<file path="src/rtl/array_multiplier_datapath_if.sv">
// Handshake and data bundle between the array-multiplier controller and its
// shift-and-add datapath.
interface array_multiplier_datapath_if #(
    parameter int WIDTH = 16
);
    logic [WIDTH-1:0]   multiplicand;
    logic [WIDTH-1:0]   multiplier;
    logic               start_tx;
    logic               counted_15;
    logic               ready;
    logic               counted;
    logic               busy;
    logic [2*WIDTH-1:0] product;
    logic               product_valid;

    modport master (
        output multiplicand, multiplier, start_tx, counted_15, ready,
        input  counted, busy, product, product_valid
    );

    modport slave (
        input  multiplicand, multiplier, start_tx, counted_15, ready,
        output counted, busy, product, product_valid
    );
endinterface

</file>
<file path="src/rtl/array_multiplier_datapath.sv">
// Sequential shift-and-add multiplier datapath: one partial-product row per
// enabled clock, result released to product on the controller's ready.
module array_multiplier_datapath #(
    parameter int WIDTH  = 16,
    parameter bit SIGNED = 1'b1
) (
    input  logic                        clk,
    input  logic                        reset,
    array_multiplier_datapath_if.slave  bus
);
    localparam int PW = 2 * WIDTH;
    localparam int CW = $clog2(WIDTH + 1);

    logic signed [PW-1:0] a_reg;
    logic signed [PW-1:0] acc;
    logic signed [PW-1:0] product_r;
    logic [WIDTH-1:0]     b_reg;
    logic [CW-1:0]        cnt;
    logic                 active;
    logic                 product_valid_r;

    logic                 counted_w;
    logic                 do_release;
    logic                 do_load;
    logic                 do_step;
    logic [WIDTH-1:0]     b_shift;
    logic signed [PW-1:0] row;
    logic signed [PW-1:0] acc_next;

    function automatic logic signed [PW-1:0] ext_operand(input logic [WIDTH-1:0] v);
        if (SIGNED)
            return {{WIDTH{v[WIDTH-1]}}, v};
        else
            return {{WIDTH{1'b0}}, v};
    endfunction

    // The top row of a two's-complement multiplier carries negative weight.
    function automatic logic signed [PW-1:0] accumulate_row(
        input logic signed [PW-1:0] sum,
        input logic signed [PW-1:0] term,
        input logic                 last_row
    );
        if (SIGNED && last_row)
            return sum - term;
        else
            return sum + term;
    endfunction

    always_comb begin
        counted_w  = active && (cnt == CW'(WIDTH));
        do_release = bus.ready && counted_w;
        do_load    = bus.start_tx && !active && !do_release;
        do_step    = bus.start_tx && active && !bus.counted_15 && (cnt < CW'(WIDTH));
        b_shift    = b_reg >> cnt;
        row        = a_reg << cnt;
        acc_next   = acc;
        if (b_shift[0])
            acc_next = accumulate_row(acc, row, cnt == CW'(WIDTH - 1));
    end

    always_ff @(posedge clk or negedge reset) begin
        if (!reset) begin
            active          <= 1'b0;
            cnt             <= '0;
            acc             <= '0;
            a_reg           <= '0;
            b_reg           <= '0;
            product_r       <= '0;
            product_valid_r <= 1'b0;
        end else begin
            product_valid_r <= do_release;
            if (do_release) begin
                product_r <= acc;
                active    <= 1'b0;
                cnt       <= '0;
            end else if (do_load) begin
                a_reg  <= ext_operand(bus.multiplicand);
                b_reg  <= bus.multiplier;
                acc    <= '0;
                cnt    <= '0;
                active <= 1'b1;
            end else if (do_step) begin
                acc <= acc_next;
                cnt <= cnt + 1'b1;
            end
        end
    end

    assign bus.counted       = counted_w;
    assign bus.busy          = active;
    assign bus.product       = product_r;
    assign bus.product_valid = product_valid_r;
endmodule

</file>
<file path="src/flat_wrapper.sv">
// flat-port wrapper written by rule: the top's interface ports become plain ports
module array_multiplier_datapath_flat 
#(
    parameter int WIDTH  = 16,
    parameter bit SIGNED = 1'b1
)
  (clk, reset, bus_multiplicand, bus_multiplier, bus_start_tx, bus_counted_15, bus_ready, bus_counted, bus_busy, bus_product, bus_product_valid);
  array_multiplier_datapath_if #(.WIDTH(WIDTH)) bus_i ();
  input  logic clk;
  input  logic reset;
  input wire logic [$bits(bus_i.multiplicand)-1:0] bus_multiplicand;
  input wire logic [$bits(bus_i.multiplier)-1:0] bus_multiplier;
  input wire logic [$bits(bus_i.start_tx)-1:0] bus_start_tx;
  input wire logic [$bits(bus_i.counted_15)-1:0] bus_counted_15;
  input wire logic [$bits(bus_i.ready)-1:0] bus_ready;
  output wire logic [$bits(bus_i.counted)-1:0] bus_counted;
  output wire logic [$bits(bus_i.busy)-1:0] bus_busy;
  output wire logic [$bits(bus_i.product)-1:0] bus_product;
  output wire logic [$bits(bus_i.product_valid)-1:0] bus_product_valid;
  assign bus_i.multiplicand = bus_multiplicand;
  assign bus_i.multiplier = bus_multiplier;
  assign bus_i.start_tx = bus_start_tx;
  assign bus_i.counted_15 = bus_counted_15;
  assign bus_i.ready = bus_ready;
  assign bus_counted = bus_i.counted;
  assign bus_busy = bus_i.busy;
  assign bus_product = bus_i.product;
  assign bus_product_valid = bus_i.product_valid;
  array_multiplier_datapath #(.WIDTH(WIDTH), .SIGNED(SIGNED)) u_core (.clk(clk), .reset(reset), .bus(bus_i));
endmodule
</file>
<file path="config.mk">
export PLATFORM = sky130hd
export DESIGN_NAME = array_multiplier_datapath_flat
export DESIGN_NICKNAME = d
export VERILOG_FILES = /design/src/rtl/array_multiplier_datapath_if.sv /design/src/rtl/array_multiplier_datapath.sv /design/src/flat_wrapper.sv
export SDC_FILE = /design/constraint.sdc
export NUM_CORES = 1
export LEC_CHECK = 0
export ABC_CLOCK_PERIOD_IN_PS = 15600
export BUFFER_PORTS_ARGS = -buffer_cell sky130_fd_sc_hd__buf_2
export CORE_ASPECT_RATIO = 0.6
export CORE_MARGIN = 2
export CORE_UTILIZATION = 55
export DETAILED_ROUTE_END_ITERATION = 10
export HOLD_SLACK_MARGIN = 0.12
export PLACE_DENSITY = 0.75
export SLEW_MARGIN = 30
export SYNTH_ARGS = -nofsm -noshare
export SYNTH_HDL_FRONTEND = slang
export SYNTH_SLANG_ARGS = --single-unit
export TNS_END_PERCENT = 20
</file>
<file path="constraint.sdc">
create_clock -name clk -period 15.6 [get_ports clk]
set_clock_uncertainty 0.2 [all_clocks]
set_input_delay 0.78 -clock clk [delete_from_list [all_inputs] [get_ports clk]]
set_output_delay 0.78 -clock clk [all_outputs]
set_load 0.02 [all_outputs]
</file>
==> results of run 1 <==
-- path summary, 6_finish.rpt --
kind,start,to
min in group clk,u_core.bus.product[11],u_core.bus.product[11]
max in group asynchronous,reset,u_core.acc[31]
max,u_core.cnt[0],u_core.acc[31]
min,reset,u_core.a_reg[11]
min reg2reg,u_core.bus.product[11],u_core.bus.product[11]
max reg2reg,u_core.cnt[0],u_core.acc[31]
-- cells by family after synthesis --
group / share of synthesized area, %
adders and majority gates: 5.66
xor gates and xnor gates: 5.63
DFF: 31.9
muxes: 11.3
and+or+nand+nor: 23.6
buffers and inverters: 4.59
AOI/OAI and AO/OA: 17.3
-- stage by stage --
step | std cells | worst slack, ns | util, %
after floorplan | 993 | 10.50 | -
after global placement | 1219 | 9.70 | 59.1
after detailed placement | 1219 | 9.59 | 59.1
after CTS | 1235 | 9.49 | 61.3
after global routing | 1235 | 8.69 | 61.3
final | 1235 | 9.36 | 61.3
-- area by class of cell --
| class | count | area, µm² |
|---|---|---|
| clock inverter | 7 | 86.3 |
| tap | 198 | 248 |
| clock buffer | 9 | 225 |
| sequential | 103 | 2580 |
| multi-input combinational | 807 | 5150 |
| inverter | 29 | 109 |
| timing repair buffer | 82 | 440 |
| fill | 1294 | 5590 |
-- cells in the final DEF, fill, tap and decap left out, types with 4 or more instances in the layout --
cell | synthesis | layout
inv_1 | 25 | 24
o21ai_0 | 36 | 36
and3_1 | 7 | 7
buf_4 | 4 | 12
nor3_1 | 18 | 18
nand3_1 | 22 | 22
ha_1 | 35 | 35
nand4_1 | 5 | 5
xor2_1 | 16 | 16
o21a_1 | 4 | 4
nand2b_1 | 14 | 14
o21bai_1 | 4 | 4
inv_2 | 3 | 4
nand2_1 | 240 | 240
a21oi_1 | 76 | 76
nor3b_1 | 6 | 6
o211ai_1 | 6 | 6
nor2_1 | 95 | 95
a21o_1 | 20 | 20
mux2i_1 | 23 | 23
a211o_1 | 4 | 4
dfrtp_1 | 103 | 103
nor2b_1 | 14 | 13
mux2_2 | 12 | 12
a31o_2 | 4 | 4
clkbuf_16 | 0 | 9
buf_2 | 12 | 70
mux4_2 | 19 | 19
a31oi_1 | 11 | 11
a211oi_1 | 11 | 11
xnor2_1 | 36 | 36
-- per-layer routing --
layer	global-route usage [%]	vias up	wire [µm]
met2	39.2	313	8600
li1	-	3536	-
met4	3.47	0	109
met3	6.50	12	2060
met5	0	-	0
met1	45.1	3490	10700
==> summary.log, run 1 <==
qor: route.post_route_drc_violation_count 0
qor: synthesis.ys.flop_type dfrtp_1
qor: synthesis.number_of_library_cell_types_mapped_by_synthesis 74
qor: synthesis.synth_area 8090 µm²
qor: synthesis.synth_top_cells_by_count nand2_1 (240), dfrtp_1 (103), nor2_1 (95)
qor: worst_setup_path.worst_setup_path_start_kind register
qor: synthesis.number_of_instances_in_the_synthesized_netlist 993
qor: clock_network.ctsLongestPathBuffers 2
qor: route.count_of_routing_violations_after_the_opening_detailed_route_iteration 727
qor: clock_network.cts.root.buffer_cell clkbuf_16
qor: clock_network.cts_post_setup_buffers_inserted 0
qor: global_routing.antenna_found_initial 0
qor: sta.drv_slew 0
qor: floorplanning.die_area 15,700 µm²
qor: floorplanning.dieHeight 97.9 µm
qor: worst_setup_path.crit_family compound AO/OA/AOI/OAI gates
qor: synthesis.post-synth-top-area-cell dfrtp_1
qor: worst_setup_path.worst_path_max_fanout 43
qor: worst_setup_path.rr_worst_depth 21
qor: route.detailroute.via_count 7,351
qor: finish.fin_nets 1,105
qor: clock_network.cts-htree-levels 3
qor: worst_setup_path.crit_slowest_cell mux4_2
qor: synthesis.yosysTopAreaCellShare 31.9%
qor: sta.hold-worst-slack 0.228 ns
qor: synthesis.most_repeated_cell_in_the_gate_level_netlist_after_synthesis nand2_1
qor: floorplanning.core_region_area 14,400 µm²
qor: sta.setup_viol_count_final 0
qor: worst_setup_path.worst_ep_required_time 15.69 ns
qor: finish.drive_above_1_share 14.4%
qor: route.routed_wl 21.4 mm
qor: floorplanning.row_count 34
qor: synthesis.edff_count_synth 0
qor: route.drt-pass1-iter-count 6
qor: floorplanning.die_width 161 µm
qor: synthesis.synthesized_netlist_net_count 1,066
qor: worst_setup_path.rrSetupSlack 9.36 ns
qor: route.drt-wirelength-per-cell 17.4 µm
qor: worst_setup_path.cp_num_cells 21
qor: sta.worst_slew_margin_rel 43.7%
qor: finish.stdcell_area 8830 µm²
qor: placement.gp_congestion 0.996
qor: clock_network.number_of_sinks_on_the_clock_net 103
qor: clock_network.tritoncts_buffer_count 9
qor: outcome.outcome completed
qor: synthesis.synth-seq-cells 103
qor: synthesis.syn_avg_cell_area 8.15 µm²
qor: clock_network.post_cts_resize_count 0
qor: floorplanning.i_o_pins 72
qor: worst_setup_path.cp_num_buf_inv 2
qor: sta.setup_repair_after_global_routing_missed_its_margin false
qor: worst_setup_path.worstPathArrival 6.33 ns
qor: finish.area_delta_synth_final 9.20%
qor: floorplanning.effective_utilization_at_floorplan 56.1%
qor: clock_network.cts_tree built
qor: placement.dpl-instance-area 8520 µm²
qor: flow_run.max_cap_viol_count 0
qor: route.detailed_route_vias_per_instance 5.95
qor: placement.portBuffers 71
qor: sta.tightestPinTransition 0.844 ns
qor: sta.hold_viol_final 0
qor: sta.fmaxAchievable 0.160 GHz
qor: worst_setup_path.worst_setup_path_end_kind register
qor: global_routing.grt_pass1_vias 6,724
qor: worst_setup_path.worstSetupPathType reg -> reg
qor: worst_setup_path.worst_path_largest_cell_delay 0.64 ns
qor: synthesis.synth.area.top_cells dfrtp_1 (32%), nand2_1 (11%), ha_1 (5.4%)
qor: clock_network.clk-insertion-delay-late 0.35 ns
qor: placement.dp_hpwl 15.5 mm
qor: global_routing.grt_max_degree 56
qor: global_routing.globalRouteOverflowTotal 0
qor: clock_network.cts.hold.buffers_added 0
qor: hold_path.hold_path.class in -> async
qor: sta.min_period_over_period 40.0%
qor: global_routing.grt_pass1_wl 35.7 mm
qor: synthesis.yosys_warnings 0
qor: sta.setup_tns 0 ns
qor: synthesis.synth-seq-area-share 31.9%
qor: global_routing.grt_util_all_layers 28.1%
qor: clock_network.clkSlewWorstSetupHoldPaths 0.08 ns
qor: sta.finalWorstPathRequiredPeriod 6.24 ns
qor: worst_setup_path.cp_cell_sequence buf_4, mux4_2, nor3_1, a211oi_1, and3b_1, and2b_1, nor3b_1, inv_1, o21ai_0, xnor2_1, ha_1, and4_1, nand3_1, o21ai_0, nor3_1, a21oi_1, a31oi_1, a211oi_1, a41oi_1, a2111oi_0, a311o_1
qor: route.detail-route-antenna-nets 0
qor: finish.antenna_diode_count 0
qor: synthesis.synthArstFlopShare 100%
Power of run 1 is left out: the tool's default activity adds up to more than one toggle a clock period on the data nets, which glitch-free logic cannot reach.
==> run 2: changes to the inputs <==
--- a/config.mk
+++ b/config.mk
@@ -5,14 +5,15 @@
 export SDC_FILE = /design/constraint.sdc
 export NUM_CORES = 1
 export LEC_CHECK = 0
-export ABC_CLOCK_PERIOD_IN_PS = 15600
+export ABC_AREA = 1
+export ABC_CLOCK_PERIOD_IN_PS = 5000
 export BUFFER_PORTS_ARGS = -buffer_cell sky130_fd_sc_hd__buf_2
 export CORE_ASPECT_RATIO = 0.6
 export CORE_MARGIN = 2
 export CORE_UTILIZATION = 55
 export DETAILED_ROUTE_END_ITERATION = 10
 export HOLD_SLACK_MARGIN = 0.12
-export PLACE_DENSITY = 0.75
+export PLACE_DENSITY = 0.78
 export SLEW_MARGIN = 30
 export SYNTH_ARGS = -nofsm -noshare
 export SYNTH_HDL_FRONTEND = slang
==> constraint.sdc (replaced) <==
create_clock -name clk -period 5 [get_ports clk]
set_clock_uncertainty 0.2 [all_clocks]
set_input_delay 0.25 -clock clk [delete_from_list [all_inputs] [get_ports clk]]
set_output_delay 0.25 -clock clk [all_outputs]
set_load 0.02 [all_outputs]
==> summary.log, run 2 <==
qor: route.drt-wirelength-per-cell 15.1 µm
qor: finish.layout.cells.most_common_list nand2_1 (344), dfrtp_1 (103), inv_1 (91)
qor: clock_network.clkSlewWorstSetupHoldPaths 0.08 ns
qor: sta.fmaxAchievable 0.218 GHz
qor: worst_setup_path.worst_ep_required_time 5.02 ns
qor: hold_path.hold_path.class in -> async
qor: synthesis.yosysTopAreaCellShare 32.8%
qor: synthesis.synth_area 7860 µm²
qor: clock_network.cts_post_setup_buffers_inserted 0
qor: global_routing.grt_pass1_vias 6,884
qor: route.detailed_route_vias_per_instance 5.54
qor: finish.final.fill_count 1,242
qor: finish.finish.utilization 65.2%
qor: synthesis.most_repeated_cell_in_the_gate_level_netlist_after_synthesis nand2_1
qor: outcome.outcome completed
qor: placement.dp_hpwl 15.8 mm
qor: worst_setup_path.worstSetupPathType reg -> reg
qor: placement.portBuffers 71
qor: route.drt-pass1-iter-count 5
qor: finish.layout_commonest_cell nand2_1
qor: synthesis.number_of_instances_in_the_synthesized_netlist 1,111
qor: sta.min_period_over_period 91.6%
qor: worst_setup_path.r2r-end u_core.acc[28]
qor: synthesis.synth-seq-area-share 32.8%
qor: finish.finalNonFillerCells 1,393
qor: clock_network.number_of_sinks_on_the_clock_net 103
qor: synthesis.synth-seq-cells 103
qor: floorplanning.die_area 15,300 µm²
qor: synthesis.yosys_warnings 0
qor: synthesis.synthArstFlopShare 100%
qor: global_routing.antenna_found_initial 0
qor: global_routing.grt_util_all_layers 28.7%
qor: flow_run.max_cap_viol_count 0
qor: floorplanning.dieHeight 96.6 µm
qor: placement.gp_congestion 0.999
qor: synthesis.edff_count_synth 0
qor: finish.area_delta_synth_final 14.3%
qor: floorplanning.row_count 33
qor: finish.fin_nets 1,269
qor: synthesis.synth_top_cells_by_count nand2_1 (346), dfrtp_1 (103), inv_1 (92)
qor: route.routed_wl 21.0 mm
qor: worst_setup_path.worst_path_max_fanout 17
qor: clock_network.cts.root.buffer_cell clkbuf_16
qor: worst_setup_path.worst_setup_path_start_kind register
qor: global_routing.grt_max_degree 68
qor: worst_setup_path.worstPathArrival 4.60 ns
qor: sta.setup_tns 0 ns
qor: finish.drive_above_1_share 15.2%
qor: sta.setup_viol_count_final 0
qor: worst_setup_path.rrSetupSlack 0.42 ns
qor: placement.placedCellCount 1,342
qor: clock_network.ctsLongestPathBuffers 2
qor: finish.antenna_diode_count 0
qor: floorplanning.die_width 158 µm
qor: synthesis.ys.flop_type dfrtp_1
qor: global_routing.grt_pass1_wl 34.5 mm
qor: clock_network.clk-insertion-delay-late 0.36 ns
qor: synthesis.synth.area.top_cells dfrtp_1 (33%), nand2_1 (17%), nand3_1 (5.7%)
qor: clock_network.cts-htree-levels 3
qor: worst_setup_path.rr_worst_depth 24
qor: worst_setup_path.critical_path.reg2reg.startpoint u_core.cnt[1]
qor: floorplanning.effective_utilization_at_floorplan 57.0%
qor: sta.hold_viol_final 0
qor: floorplanning.i_o_pins 72
qor: floorplanning.core_region_area 13,800 µm²
qor: route.detail-route-antenna-nets 0
qor: sta.drv_slew 0
qor: route.post_route_drc_violation_count 0
qor: global_routing.globalRouteOverflowTotal 0
qor: sta.tightestPinTransition 0.839 ns
qor: route.count_of_routing_violations_after_the_opening_detailed_route_iteration 810
qor: clock_network.cts_tree built
qor: clock_network.tritoncts_buffer_count 9
qor: synthesis.synthesized_netlist_net_count 1,184
qor: synthesis.number_of_library_cell_types_mapped_by_synthesis 45
qor: sta.setup_repair_after_global_routing_missed_its_margin false
qor: route.detailroute.via_count 7,715
qor: sta.finalWorstPathRequiredPeriod 4.58 ns
qor: sta.worst_slew_margin_rel 43.7%
qor: synthesis.post-synth-top-area-cell dfrtp_1
qor: worst_setup_path.worst_setup_path_end_kind register
qor: synthesis.syn_avg_cell_area 7.07 µm²
[run 2: cell types whose count changed after synthesis, moves of 23 or more]
cell / previous run / this run
nor2_1: 95 / 63
mux2i_1: 23 / 0
inv_1: 25 / 92
nand3_1: 22 / 89
o21ai_0: 36 / 89
nand3_2: 0 / 28
nand2_1: 240 / 346
[run 2: layout make-up]
class,count,area (µm²),share of cell area [%]
Timing Repair Buffer,120,813,9.05
Inverter,99,379,4.22
Clock inverter,7,91.3,1.02
Tap cell,192,240,2.67
Multi-Input combinational cell,863,4660,51.8
Clock buffer,9,225,2.51
Sequential cell,103,2580,28.7
[run 2: cells by family (layout without fill, tap and decap cells)]
kind of cell,count (synthesis),after routing,synth area share [%]
fa+ha+maj,36,36,5.83
compound gates,205,205,14.3
flops,103,103,32.8
simple gates,579,579,34.3
buf+inv,145,235,8.01
xor+xnor,43,43,4.79
[run 2: worst max-delay path by stage]
stage,startpoint,end,slack (ns),cells past startpoint
6_report,u_core.cnt[1],u_core.acc[28],0.42,24
3_5_place_dp,u_core.cnt[0],u_core.acc[24],0.49,21
5_1_grt,u_core.cnt[1],u_core.acc[28],0.02,24
4_1_cts,u_core.cnt[0],u_core.acc[24],0.43,21
2_1_floorplan,u_core.cnt[0],u_core.acc[24],1.36,22
3_3_place_gp,u_core.cnt[1],u_core.acc[24],0.54,19
[run 2: stage by stage]
step	area (µm²)	setup slack (ns)	hold slack, ns
after detailed placement	8320	0.493	0.103
after global routing	8980	0.0154	0.301
after floorplan	7860	1.36	-0.246
final	8980	0.418	0.243
after CTS	8980	0.427	0.269
after global placement	8310	0.535	0.0950
[run 2: what timing repair did]
item,CTS,global route
endpoints found under the setup margin,0,1
hold endpoints to repair,80,0
resized for setup,0,1
hold buffers,35,0
[run 2: routing by layer]
| layer | share of wire, % | routed length (µm) | GRT usage, % | vias up |
|---|---|---|---|---|
| li1 | - | - | - | 3826 |
| met1 | 51 | 10800 | 45.0 | 3573 |
| met2 | 39 | 8090 | 40.7 | 293 |
| met3 | 9.0 | 1880 | 6.02 | 23 |
| met4 | 1.1 | 232 | 4.88 | 0 |
| met5 | 0 | 0 | 0 | - |
[run 2: worst max-delay path: stages, from the launching register on]
cell      delay (ns)
dfrtp_1         0.55
buf_4           0.32
nor2_1          0.12
inv_1           0.08
nor2_1          0.05
nand2_1         0.12
nand2_1         0.07
nor2_1          0.13
nand3_1         0.14
nor2_2          0.18
nand3_1         0.12
nor2_1          0.18
a31oi_1         0.12
xnor2_1         0.18
inv_1           0.07
ha_1            0.35
nand2_1         0.11
o21ai_0         0.27
a21oi_1         0.11
o211ai_1        0.42
nand3_1         0.12
nand3_1         0.13
a21oi_1         0.09
o21ai_1         0.11
o21ai_0         0.09
Power of run 2 is left out for the same reason.
==> run 3: changes to the inputs <==
--- a/config.mk
+++ b/config.mk
@@ -8,12 +8,13 @@
 export ABC_AREA = 1
 export ABC_CLOCK_PERIOD_IN_PS = 5000
 export BUFFER_PORTS_ARGS = -buffer_cell sky130_fd_sc_hd__buf_2
+export CAP_MARGIN = 20
 export CORE_ASPECT_RATIO = 0.6
-export CORE_MARGIN = 2
 export CORE_UTILIZATION = 55
 export DETAILED_ROUTE_END_ITERATION = 10
 export HOLD_SLACK_MARGIN = 0.12
 export PLACE_DENSITY = 0.78
+export REMOVE_ABC_BUFFERS = 1
 export SLEW_MARGIN = 30
 export SYNTH_ARGS = -nofsm -noshare
 export SYNTH_HDL_FRONTEND = slang
==> summary.log, run 3 (same netlist as run 2, synthesis figures left out) <==
qor: outcome.outcome completed
qor: sta.hold_viol_final 0
qor: clock_network.number_of_sinks_on_the_clock_net 103
qor: floorplanning.row_count 33
qor: route.drt-pass1-iter-count 5
qor: route.detailroute.via_count 7,616
qor: sta.worst_slew_margin_rel 55.8%
qor: clock_network.cts-htree-levels 3
qor: worst_setup_path.worst_ep_required_time 5.05 ns
qor: route.routed_wl 20.1 mm
qor: route.met3RoutedLength 1.57 mm
qor: sta.drv_slew 0
qor: route.drt-met1-wl 10.5 mm
qor: placement.portBuffers 71
qor: clock_network.cts.root.buffer_cell clkbuf_16
qor: floorplanning.die_area 14,800 µm²
qor: route.drt-wirelength-per-cell 14.4 µm
qor: sta.hold-worst-slack 0.248 ns
qor: finish.final.fill_count 1,288
qor: global_routing.antenna_found_initial 0
qor: placement.dp_hpwl 15.3 mm
qor: worst_setup_path.rrSetupSlack 0.47 ns
qor: worst_setup_path.critical_path.reg2reg.startpoint u_core.cnt[0]
qor: route.count_of_routing_violations_after_the_opening_detailed_route_iteration 672
qor: finish.drive_above_1_share 15.1%
qor: finish.layout_commonest_cell nand2_1
qor: global_routing.grt_pass1_vias 7,067
qor: floorplanning.dieHeight 94.6 µm
qor: worst_setup_path.worstPathArrival 4.57 ns
qor: flow_run.max_cap_viol_count 0
qor: finish.fin_nets 1,267
qor: sta.setup_repair_after_global_routing_missed_its_margin false
qor: worst_setup_path.worst_setup_path_end_kind register
qor: route.post_route_drc_violation_count 0
qor: worst_setup_path.worst_path_max_fanout 24
qor: finish.finish.utilization 64.8%
qor: clock_network.cts_tree built
qor: finish.layout.cells.most_common_list nand2_1 (344), dfrtp_1 (103), inv_1 (92)
qor: floorplanning.i_o_pins 72
qor: floorplanning.die_width 156 µm
qor: global_routing.grt_max_degree 54
qor: floorplanning.core_region_area 13,800 µm²
qor: clock_network.cts_post_setup_buffers_inserted 0
qor: sta.fmaxAchievable 0.221 GHz
qor: clock_network.clk-insertion-delay-late 0.35 ns
qor: worst_setup_path.end_of_the_critical_path u_core.acc[24]
qor: global_routing.globalRouteOverflowTotal 0
qor: clock_network.clkSlewWorstSetupHoldPaths 0.08 ns
qor: sta.tightestPinTransition 0.663 ns
qor: sta.setup_tns 0 ns
qor: worst_setup_path.rr_worst_depth 21
qor: floorplanning.effective_utilization_at_floorplan 57.0%
qor: placement.gp_congestion 0.984
qor: route.met2_length 7.82 mm
qor: global_routing.grt_pass1_wl 34.5 mm
qor: route.detailed_route_vias_per_instance 5.48
qor: global_routing.grt_util_all_layers 29.3%
qor: hold_path.hold_path.class in -> async
qor: sta.min_period_over_period 90.5%
qor: placement.detailedPlace.worstSlack 0.450 ns
qor: route.detail-route-antenna-nets 0
qor: sta.setup_viol_count_final 0
qor: worst_setup_path.worstSetupPathType reg -> reg
qor: sta.finalWorstPathRequiredPeriod 4.53 ns
qor: finish.antenna_diode_count 0
qor: worst_setup_path.critical_path_start u_core.cnt[0]
qor: worst_setup_path.worst_setup_path_start_kind register
qor: finish.area_delta_synth_final 13.8%
qor: route.highest-signal-layer met4
qor: sta.finalWorstSetupSlack 0.475 ns
qor: clock_network.tritoncts_buffer_count 9
qor: worst_setup_path.r2r-end u_core.acc[24]
qor: clock_network.ctsLongestPathBuffers 2
-- run 3: final cells by class --
class	count	area [µm²]	area share (%)
Tap cell	192	240	2.69
Clock buffer	9	225	2.52
Inverter	99	377	4.21
Sequential cell	103	2580	28.8
Multi-Input combinational cell	863	4660	52.1
Clock inverter	7	66.3	0.742
Timing Repair Buffer	118	798	8.93
-- run 3: timing repair --
action | in CTS | in global routing
hold endpoints to repair | 84 | 0
endpoints found under the setup margin | 0 | 1
hold buffers | 35 | 0
gates resized for setup | 0 | 1
-- run 3: worst min-delay path by stage --
stage / to / slack, ns
floorplan: u_core.a_reg[0] / -0.25
global placement: u_core.b_reg[1] / 0.11
detailed placement: u_core.b_reg[2] / 0.12
CTS: u_core.b_reg[1] / 0.28
global route: u_core.b_reg[10] / 0.29
finish: u_core.b_reg[1] / 0.25
-- run 3: worst max-delay path, cell delays in order, from the launching register on --
cell     delay [ns]
dfrtp_1        0.41
inv_4          0.28
nand2_1        0.13
nor2_1         0.20
inv_1          0.08
nor2_1         0.13
nand2_1        0.11
ha_1           0.30
o21ai_0        0.29
inv_1          0.12
fa_1           0.49
o21a_1         0.24
o21ai_0        0.29
a21oi_1        0.16
o21ai_1        0.27
nand2_1        0.08
nand2_1        0.15
nand3_1        0.09
nand2_1        0.13
a21oi_1        0.08
o21ai_1        0.12
nand2_1        0.06
-- run 3: layer usage --
layer / vias up / GRT usage, %
li1: 3819 / -
met1: 3499 / 45.6
met2: 279 / 42.2
met3: 19 / 5.05
met4: 0 / 5.64
met5: - / 0
-- run 3: metrics by stage --
step	instances	area [µm²]
finish	1391	8940
floorplan	1065	7600
CTS	1391	8940
detailed placement	1340	8300
global route	1391	8940
global placement	1340	8300
Power of run 3 is left out for the same reason.
